--- src/rtl/imem_dmem_port_arbiter_if.sv ---
// Bundle between the fetch/data stages, the port arbiter and the shared memory.
// The slave view belongs to the arbiter; the master view belongs to the stages and the memory.
interface imem_dmem_port_arbiter_if;
  logic        IF_Req;
  logic [31:0] IF_Addr;
  logic        IF_Flush;
  logic [31:0] IF_Instr;
  logic        IF_Valid;
  logic        IF_Stall;
  logic        D_Req;
  logic        D_Write;
  logic [31:0] D_Addr;
  logic [31:0] D_WData;
  logic [31:0] D_RData;
  logic        D_Done;
  logic        D_Stall;
  logic [31:0] Mem_Addr;
  logic [31:0] Mem_WData;
  logic        Mem_Read;
  logic        Mem_Write;
  logic [31:0] Mem_RData;

  modport slave (
    input  IF_Req, IF_Addr, IF_Flush, D_Req, D_Write, D_Addr, D_WData, Mem_RData,
    output IF_Instr, IF_Valid, IF_Stall, D_RData, D_Done, D_Stall,
           Mem_Addr, Mem_WData, Mem_Read, Mem_Write
  );

  modport master (
    output IF_Req, IF_Addr, IF_Flush, D_Req, D_Write, D_Addr, D_WData, Mem_RData,
    input  IF_Instr, IF_Valid, IF_Stall, D_RData, D_Done, D_Stall,
           Mem_Addr, Mem_WData, Mem_Read, Mem_Write
  );
endinterface

--- src/rtl/imem_dmem_port_arbiter.sv ---
// Arbitrates a single fixed-latency memory port between instruction fetch and data access,
// with data priority bounded by a streak limit so fetch cannot starve.
//
// state  | meaning
// IDLE   | no access in flight, arbitrate this cycle
// BUSY_I | fetch access on the memory port, strobes held
// BUSY_D | load/store access on the memory port, strobes held
// RESP_I | one-cycle fetch response (IF_Valid unless flushed)
// RESP_D | one-cycle data response (D_Done)
module imem_dmem_port_arbiter #(
  parameter int LATENCY      = 2,
  parameter int MAX_D_STREAK = 3
) (
  input  logic                       CLK,
  input  logic                       RESET,
  imem_dmem_port_arbiter_if.slave    bus
);

  localparam int CW = (LATENCY > 1) ? $clog2(LATENCY) : 1;
  localparam int SW = $clog2(MAX_D_STREAK + 1);
  localparam logic [CW-1:0] LAT_LOAD   = CW'(LATENCY - 1);
  localparam logic [SW-1:0] STREAK_MAX = SW'(MAX_D_STREAK);

  typedef enum logic [2:0] {IDLE, BUSY_I, BUSY_D, RESP_I, RESP_D} state_t;

  state_t          state, state_nxt;
  logic [CW-1:0]   lat_cnt;
  logic [SW-1:0]   streak;
  logic [31:0]     addr_q, wdata_q, fetch_buf, if_instr_q, d_rdata_q;
  logic            write_q, flush_q;
  logic            grant_d, grant_i, if_valid, last_beat;

  assign last_beat = (lat_cnt == '0);

  always_ff @(posedge CLK or posedge RESET) begin
    if (RESET) state <= IDLE;
    else       state <= state_nxt;
  end

  always_comb begin
    state_nxt = state;
    grant_d   = 1'b0;
    grant_i   = 1'b0;
    case (state)
      IDLE: begin
        if (bus.D_Req && !(bus.IF_Req && streak == STREAK_MAX)) begin
          grant_d   = 1'b1;
          state_nxt = BUSY_D;
        end else if (bus.IF_Req) begin
          grant_i   = 1'b1;
          state_nxt = BUSY_I;
        end
      end
      BUSY_I:  if (last_beat) state_nxt = RESP_I;
      BUSY_D:  if (last_beat) state_nxt = RESP_D;
      RESP_I:  state_nxt = IDLE;
      RESP_D:  state_nxt = IDLE;
      default: state_nxt = IDLE;
    endcase
  end

  always_ff @(posedge CLK or posedge RESET) begin
    if (RESET) begin
      lat_cnt    <= '0;
      streak     <= '0;
      addr_q     <= '0;
      wdata_q    <= '0;
      write_q    <= 1'b0;
      flush_q    <= 1'b0;
      fetch_buf  <= '0;
      if_instr_q <= '0;
      d_rdata_q  <= '0;
    end else begin
      if (grant_d || grant_i) begin
        lat_cnt <= LAT_LOAD;
        flush_q <= 1'b0;
        write_q <= grant_d && bus.D_Write;
        addr_q  <= grant_d ? bus.D_Addr : bus.IF_Addr;
      end else if ((state == BUSY_I || state == BUSY_D) && !last_beat) begin
        lat_cnt <= lat_cnt - CW'(1);
      end

      if (grant_d) begin
        wdata_q <= bus.D_WData;
        if (!bus.IF_Req)              streak <= '0;
        else if (streak != STREAK_MAX) streak <= streak + SW'(1);
      end else if (grant_i) begin
        streak <= '0;
      end

      if (state == BUSY_I && bus.IF_Flush) flush_q <= 1'b1;

      if (state == BUSY_I && last_beat)             fetch_buf <= bus.Mem_RData;
      if (state == BUSY_D && last_beat && !write_q) d_rdata_q <= bus.Mem_RData;
      // the visible instruction register only advances on a delivered (unflushed) fetch
      if (if_valid) if_instr_q <= fetch_buf;
    end
  end

  assign if_valid = (state == RESP_I) && !flush_q && !bus.IF_Flush;

  assign bus.IF_Valid  = if_valid;
  assign bus.IF_Instr  = if_valid ? fetch_buf : if_instr_q;
  assign bus.IF_Stall  = bus.IF_Req && !if_valid;
  assign bus.D_Done    = (state == RESP_D);
  assign bus.D_RData   = d_rdata_q;
  assign bus.D_Stall   = bus.D_Req && (state != RESP_D);
  assign bus.Mem_Addr  = addr_q;
  assign bus.Mem_WData = wdata_q;
  assign bus.Mem_Read  = (state == BUSY_I) || (state == BUSY_D && !write_q);
  assign bus.Mem_Write = (state == BUSY_D) && write_q;

endmodule

--- src/flat_wrapper.sv ---
// flat-port wrapper written by rule: the top's interface ports become plain ports
module imem_dmem_port_arbiter_flat 
#(
  parameter int LATENCY      = 2,
  parameter int MAX_D_STREAK = 3
)
  (CLK, RESET, bus_IF_Req, bus_IF_Addr, bus_IF_Flush, bus_D_Req, bus_D_Write, bus_D_Addr, bus_D_WData, bus_Mem_RData, bus_IF_Instr, bus_IF_Valid, bus_IF_Stall, bus_D_RData, bus_D_Done, bus_D_Stall, bus_Mem_Addr, bus_Mem_WData, bus_Mem_Read, bus_Mem_Write);
  imem_dmem_port_arbiter_if bus_i ();
  input  logic CLK;
  input  logic RESET;
  input wire logic [$bits(bus_i.IF_Req)-1:0] bus_IF_Req;
  input wire logic [$bits(bus_i.IF_Addr)-1:0] bus_IF_Addr;
  input wire logic [$bits(bus_i.IF_Flush)-1:0] bus_IF_Flush;
  input wire logic [$bits(bus_i.D_Req)-1:0] bus_D_Req;
  input wire logic [$bits(bus_i.D_Write)-1:0] bus_D_Write;
  input wire logic [$bits(bus_i.D_Addr)-1:0] bus_D_Addr;
  input wire logic [$bits(bus_i.D_WData)-1:0] bus_D_WData;
  input wire logic [$bits(bus_i.Mem_RData)-1:0] bus_Mem_RData;
  output wire logic [$bits(bus_i.IF_Instr)-1:0] bus_IF_Instr;
  output wire logic [$bits(bus_i.IF_Valid)-1:0] bus_IF_Valid;
  output wire logic [$bits(bus_i.IF_Stall)-1:0] bus_IF_Stall;
  output wire logic [$bits(bus_i.D_RData)-1:0] bus_D_RData;
  output wire logic [$bits(bus_i.D_Done)-1:0] bus_D_Done;
  output wire logic [$bits(bus_i.D_Stall)-1:0] bus_D_Stall;
  output wire logic [$bits(bus_i.Mem_Addr)-1:0] bus_Mem_Addr;
  output wire logic [$bits(bus_i.Mem_WData)-1:0] bus_Mem_WData;
  output wire logic [$bits(bus_i.Mem_Read)-1:0] bus_Mem_Read;
  output wire logic [$bits(bus_i.Mem_Write)-1:0] bus_Mem_Write;
  assign bus_i.IF_Req = bus_IF_Req;
  assign bus_i.IF_Addr = bus_IF_Addr;
  assign bus_i.IF_Flush = bus_IF_Flush;
  assign bus_i.D_Req = bus_D_Req;
  assign bus_i.D_Write = bus_D_Write;
  assign bus_i.D_Addr = bus_D_Addr;
  assign bus_i.D_WData = bus_D_WData;
  assign bus_i.Mem_RData = bus_Mem_RData;
  assign bus_IF_Instr = bus_i.IF_Instr;
  assign bus_IF_Valid = bus_i.IF_Valid;
  assign bus_IF_Stall = bus_i.IF_Stall;
  assign bus_D_RData = bus_i.D_RData;
  assign bus_D_Done = bus_i.D_Done;
  assign bus_D_Stall = bus_i.D_Stall;
  assign bus_Mem_Addr = bus_i.Mem_Addr;
  assign bus_Mem_WData = bus_i.Mem_WData;
  assign bus_Mem_Read = bus_i.Mem_Read;
  assign bus_Mem_Write = bus_i.Mem_Write;
  imem_dmem_port_arbiter #(.LATENCY(LATENCY), .MAX_D_STREAK(MAX_D_STREAK)) u_core (.CLK(CLK), .RESET(RESET), .bus(bus_i));
endmodule
--- config.mk ---
export PLATFORM = sky130hd
export DESIGN_NAME = imem_dmem_port_arbiter_flat
export DESIGN_NICKNAME = d
export VERILOG_FILES = /design/src/rtl/imem_dmem_port_arbiter_if.sv /design/src/rtl/imem_dmem_port_arbiter.sv /design/src/flat_wrapper.sv
export SDC_FILE = /design/constraint.sdc
export NUM_CORES = 1
export LEC_CHECK = 0
export BUFFER_PORTS_ARGS = -buffer_cell sky130_fd_sc_hd__buf_2
export CAP_MARGIN = 20
export CORE_MARGIN = 4
export CORE_UTILIZATION = 53
export DETAILED_ROUTE_END_ITERATION = 7
export GPL_TIMING_DRIVEN = 0
export MAX_ROUTING_LAYER = met4
export PLACE_DENSITY = 0.93
export REMOVE_ABC_BUFFERS = 1
export SYNTH_ARGS = -nofsm -noshare
export SYNTH_HDL_FRONTEND = slang
export SYNTH_SLANG_ARGS = --single-unit
--- constraint.sdc ---
create_clock -name CLK -period 8.9 [get_ports CLK]
set_input_delay 1.78 -clock CLK [delete_from_list [all_inputs] [get_ports CLK]]
set_output_delay 1.78 -clock CLK [all_outputs]
set_load 0.01 [all_outputs]
* Yosys cells after proc, flatten, opt, wreduce, memory -nomap -nowiden
Index checks and enable logic that the tools add are counted. W data, S select, Z words.
Cells by class: bitwise logic cells 1, reduce and logical (&&, ||, !) cells 28, add/sub/neg operators 2, mux-type cells 20, equal/unequal tests 11
Operator list (number):
- $mux W32 | 2
- $logic_and A1 B1 Y1 | 14
- $mux W3 | 4
- $mux W1 | 9
- $pmux W3 S3 | 1
- $mux W2 | 4
- $eq A3 B2 Y1 const B | 2
- $ne A2 B2 Y1 const B | 3
- $ne A3 B3 Y1 const B | 2
- $reduce_bool A2 Y1 | 3
- $logic_not A1 Y1 | 5
- $eq A3 B1 Y1 const B | 1
- $eq A3 B3 Y1 const B | 1
- $logic_not A3 Y1 | 1
- $logic_or A1 B1 Y1 | 3
- $ne A3 B2 Y1 const B | 1
- $reduce_and A3 Y1 | 1
- $add A2 B1 Y2 const B | 1
- $eq A2 B2 Y1 const B | 1
- $reduce_and A2 Y1 | 1
- $not A1 Y1 | 1
- $sub A1 B1 Y1 const B | 1
Word-level totals: output and inout bits 134, register bits after elaboration 168, bits of input ports 134, word-level logic and storage cells 72

* Depth between registers and ports, before layout
word-level depth 9, mapped depth 6, gate-level depth less buffers 4

* Worst setup path before layout
OpenSTA, ideal clock, no wires.
path type input to output, start in bus_IF_Flush, end out bus_IF_Instr[10], buffers on the path 2, arrival time 2.879 ns, setup slack 4.241 ns, required time 7.120 ns, cell stages on the path 4, cells stage by stage or4_1 > buf_2 > buf_6 > mux2_4
On the way: word-level cells in the longest chain between the ends 3
RTL lines:
- start, declared | RTL line flat_wrapper.sv:13 | input wire logic [$bits(bus_i.IF_Flush)-1:0] bus_IF_Flush;
- $logic_not A1 Y1 | RTL line imem_dmem_port_arbiter.sv:100 | assign if_valid = (state == RESP_I) && !flush_q && !bus.IF_Flush;
- $logic_and A1 B1 Y1 | RTL line imem_dmem_port_arbiter.sv:100
- $mux W32 | RTL line imem_dmem_port_arbiter.sv:103 | assign bus.IF_Instr = if_valid ? fetch_buf : if_instr_q;
- end, declared | RTL line flat_wrapper.sv:19 | output wire logic [$bits(bus_i.IF_Instr)-1:0] bus_IF_Instr;
No other way between the ends.

* Worst setup path in the final report
start in bus_IF_Flush, end out bus_IF_Instr[29]
The elaborated chain is that of the path after synthesis.

==> flow_metrics.py <==
metrics = {
    "setup_path": {
        "cpMaxStageDelayCell": "or4_2",
        "worstSetupEndpointType": "output pin",
        "rr_startpoint": "u_core.streak[0]",
        "crit_fanout": 27,
        "startpoint_type": "primary input",
        "ff2ff_path_depth": 5,
        "crit_family": "simple AND/OR/NAND/NOR gates",
        "worstPathRequired_ns": 7.12,
        "r2r-end": "u_core.bus.Mem_WData[22]",
        "worstPathArrival_ns": 3.46,
        "rrSetupSlack_ns": 6.05,
        "path_buf_inv": 3,
        "critPathKind": "in -> out",
        "critPathMostFrequentCell": "buf_2",
        "crit_chain": "buf_2 -> or4_2 -> buf_12 -> mux2_4 -> buf_2",
        "cpPeakStageDelay_ns": 0.81,
    },
    "status": {
        "status": "complete, no violations",
    },
    "worst_hold_path": {
        "min_path_cells": 1,
        "hp-start": "u_core.if_instr_q[6]",
        "hold_path_class": "reg -> reg",
        "min_to": "u_core.if_instr_q[6]",
    },
    "floorplan": {
        "fp.dieH_um": 121.8,
        "fp.coreArea_mm2": 0.01267,
        "pin_count": 268,
        "die-area_mm2": 0.01483,
        "num_rows": 41,
        "die_w_um": 121.8,
        "initial_core_util_pct": 54.16,
    },
    "layout": {
        "fin_nets": 893,
        "area_delta_synth_final_pct": 33.18,
        "multi_input_area_mm2": 0.002510,
        "fillerInstances": 874,
        "drive_above_1_share_pct": 57.20,
        "seqCellArea_mm2": 0.004204,
    },
    "synth": {
        "netlist_area_mm2": 0.006863,
        "synth-edff-count": 0,
        "ys.flop_type": "dfrtp_1",
        "synth_common_cells": "168 x dfrtp_1, 96 x mux2_2, 36 x o21ai_0",
        "syn_inst": 497,
        "seq_area_frac_synth_pct": 61.26,
        "yosys.cell_count.top_type": "dfrtp_1",
        "yosys_warnings": 0,
        "synth.area.top_cells": "dfrtp_1 61%, mux2_2 16%, mux2_4 6.1%",
        "synth_top_cell_by_area": "dfrtp_1",
        "synthArstFlopShare_pct": 100.0,
        "syn_avg_cell_area_um2": 13.81,
        "synth_top_cell_area_share_pct": 61.26,
        "synth_cell_types": 34,
        "synth-seq-cells": 168,
    },
    "grt": {
        "grt_max_degree": 96,
        "antenna_found_initial": 1,
        "grt.overflow.total": 0,
        "first_global_vias": 5165,
        "grt_usage_pct": 23.69,
        "grt_pass1_wl_um": 26300,
        "met3_usage_pct": 6.221,
        "grt_use_met2_pct": 41.51,
        "gr-usage-met1_pct": 26.92,
        "grt_busiest_layer": "met2",
    },
    "drt": {
        "drc": 0,
        "drt_iter0_drc": 276,
        "ant_nets": 0,
        "routed_wl_um": 17160,
        "routedWlPerCell_um": 18.18,
        "via_per_inst": 5.329,
        "dr.pass1.iters": 4,
        "dr_total_vias": 5031,
    },
    "sta": {
        "rsz0062_at_grt": "no",
        "fin_crit_ns": 5.240,
        "setup-violations-final": 0,
        "tightestPinTransition_ns": 0.9097,
        "slew_headroom_pct": 39.20,
        "fin_hold_ws_ns": 0.4931,
        "max_freq_ghz": 0.1909,
        "hold_viol": 0,
        "fin_worst_skew_ns": 0.01373,
        "finalCritPeriodShare_pct": 58.87,
        "slew_viol_final": 0,
        "finalSetupTns_ns": 0,
    },
    "clock_tree": {
        "ctsResizeCount": 0,
        "h-tree-depth": 4,
        "cts_buffers": 17,
        "path_clk_slew_ns": 0.06,
        "clock_path_buffers": 2,
        "clk_latency_ns": 0.42,
        "clock-sinks": 168,
        "clock-root-buffer": "clkbuf_16",
        "postCtsSetupBuffers": 0,
        "holdBufCountCts": 0,
        "cts_tree": "done",
    },
    "power": {
        "worst_ir_drop_vdd_uv": 238.7,
        "p_leak_nw": 4.570,
        "p_per_area_mw_per_mm2": 389.6,
    },
    "placement": {
        "port-buffer-count": 267,
        "dpl.hpwl_um": 12220,
        "gp_congestion": 0.7999,
    },
    "flow_run": {
        "maxCapViolCount": 0,
    },
}
==> per-layer routing <==
metal,wire length [µm],vias up
met2,9373,231
met4,241,0
met1,6332,2473
met5,0,-
met3,1212,20
li1,-,2307
==> placed cells by master (no fill, tap or decap), drive strengths merged, types with 2 or more instances in the layout <==
master     n
o21ai     37
dfrtp    168
a211oi     4
nor3       4
bufinv     4
nand2b     3
a2bb2oi    4
inv        7
mux2     128
nor2      33
buf      277
clkbuf    19
and2       2
clkinv     5
a21oi     32
nand2      2
o31ai     28
==> worst max path at each step <==
stage	from	endpoint	slack [ns]	cells past startpoint
detailed placement	bus_IF_Flush	bus_IF_Instr[29]	3.66	5
global route	bus_IF_Flush	bus_IF_Instr[17]	3.64	5
CTS	bus_IF_Flush	bus_IF_Instr[29]	3.66	5
finish	bus_IF_Flush	bus_IF_Instr[29]	3.66	5
floorplan	RESET	u_core.bus.D_RData[0]	2.57	1
global placement	RESET	u_core.bus.D_RData[20]	0.91	2
==> where the power goes <==
part           internal, mW  total (mW)  switching, mW
Clock                 0.482       0.785          0.303
Sequential             1.14        1.34          0.201
Combinational         0.730        1.44          0.708
==> stage by stage <==
step | instances | area (µm²) | power [mW] | utilization (%) | setup slack [ns]
after floorplan | 462 | 6693 | 2.153 | - | 2.573
after global placement | 901 | 8244 | 2.627 | 65.06 | 0.9110
after detailed placement | 910 | 8474 | 2.770 | 66.88 | 3.658
after CTS | 942 | 9110 | 3.568 | 71.90 | 3.661
after global routing | 944 | 9140 | 3.756 | 72.13 | 3.645
final | 944 | 9140 | 3.561 | 72.13 | 3.661
==> flip-flops by register name, indices dropped and copies added (netlist names), 2 cells and up <==
name,cells
u_core.streak,2
u_core.bus.Mem_Addr,32
u_core.state,3
u_core.fetch_buf,32
u_core.bus.D_RData,32
u_core.if_instr_q,32
u_core.bus.Mem_WData,32
==> logic make-up (layout without fill, tap and decap cells) <==
kind of cell             count (synthesis)  in the layout  share of synthesized area [%]
adder cells (fa/ha/maj)                  1              1                         0.1823
buffers and inverters                   39            313                          2.698
flip-flops                             168            168                          61.26
AO/OA/AOI/OAI                          111            111                          9.863
AND/OR/NAND/NOR                         50             50                          3.464
multiplexers                           128            128                          22.53
other                                    0              1                              0
==> area by class of cell <==
type                    count  area share, %
diodes                      1        0.02738
repair buffers            277          16.96
clock buffers              19          4.846
clock inverters            13          2.108
flip-flops and latches    168          46.00
well taps                 172          2.355
inverters                   4         0.2464
multi-input cells         290          27.46
Note: power is estimated with default switching activity, not from simulation.
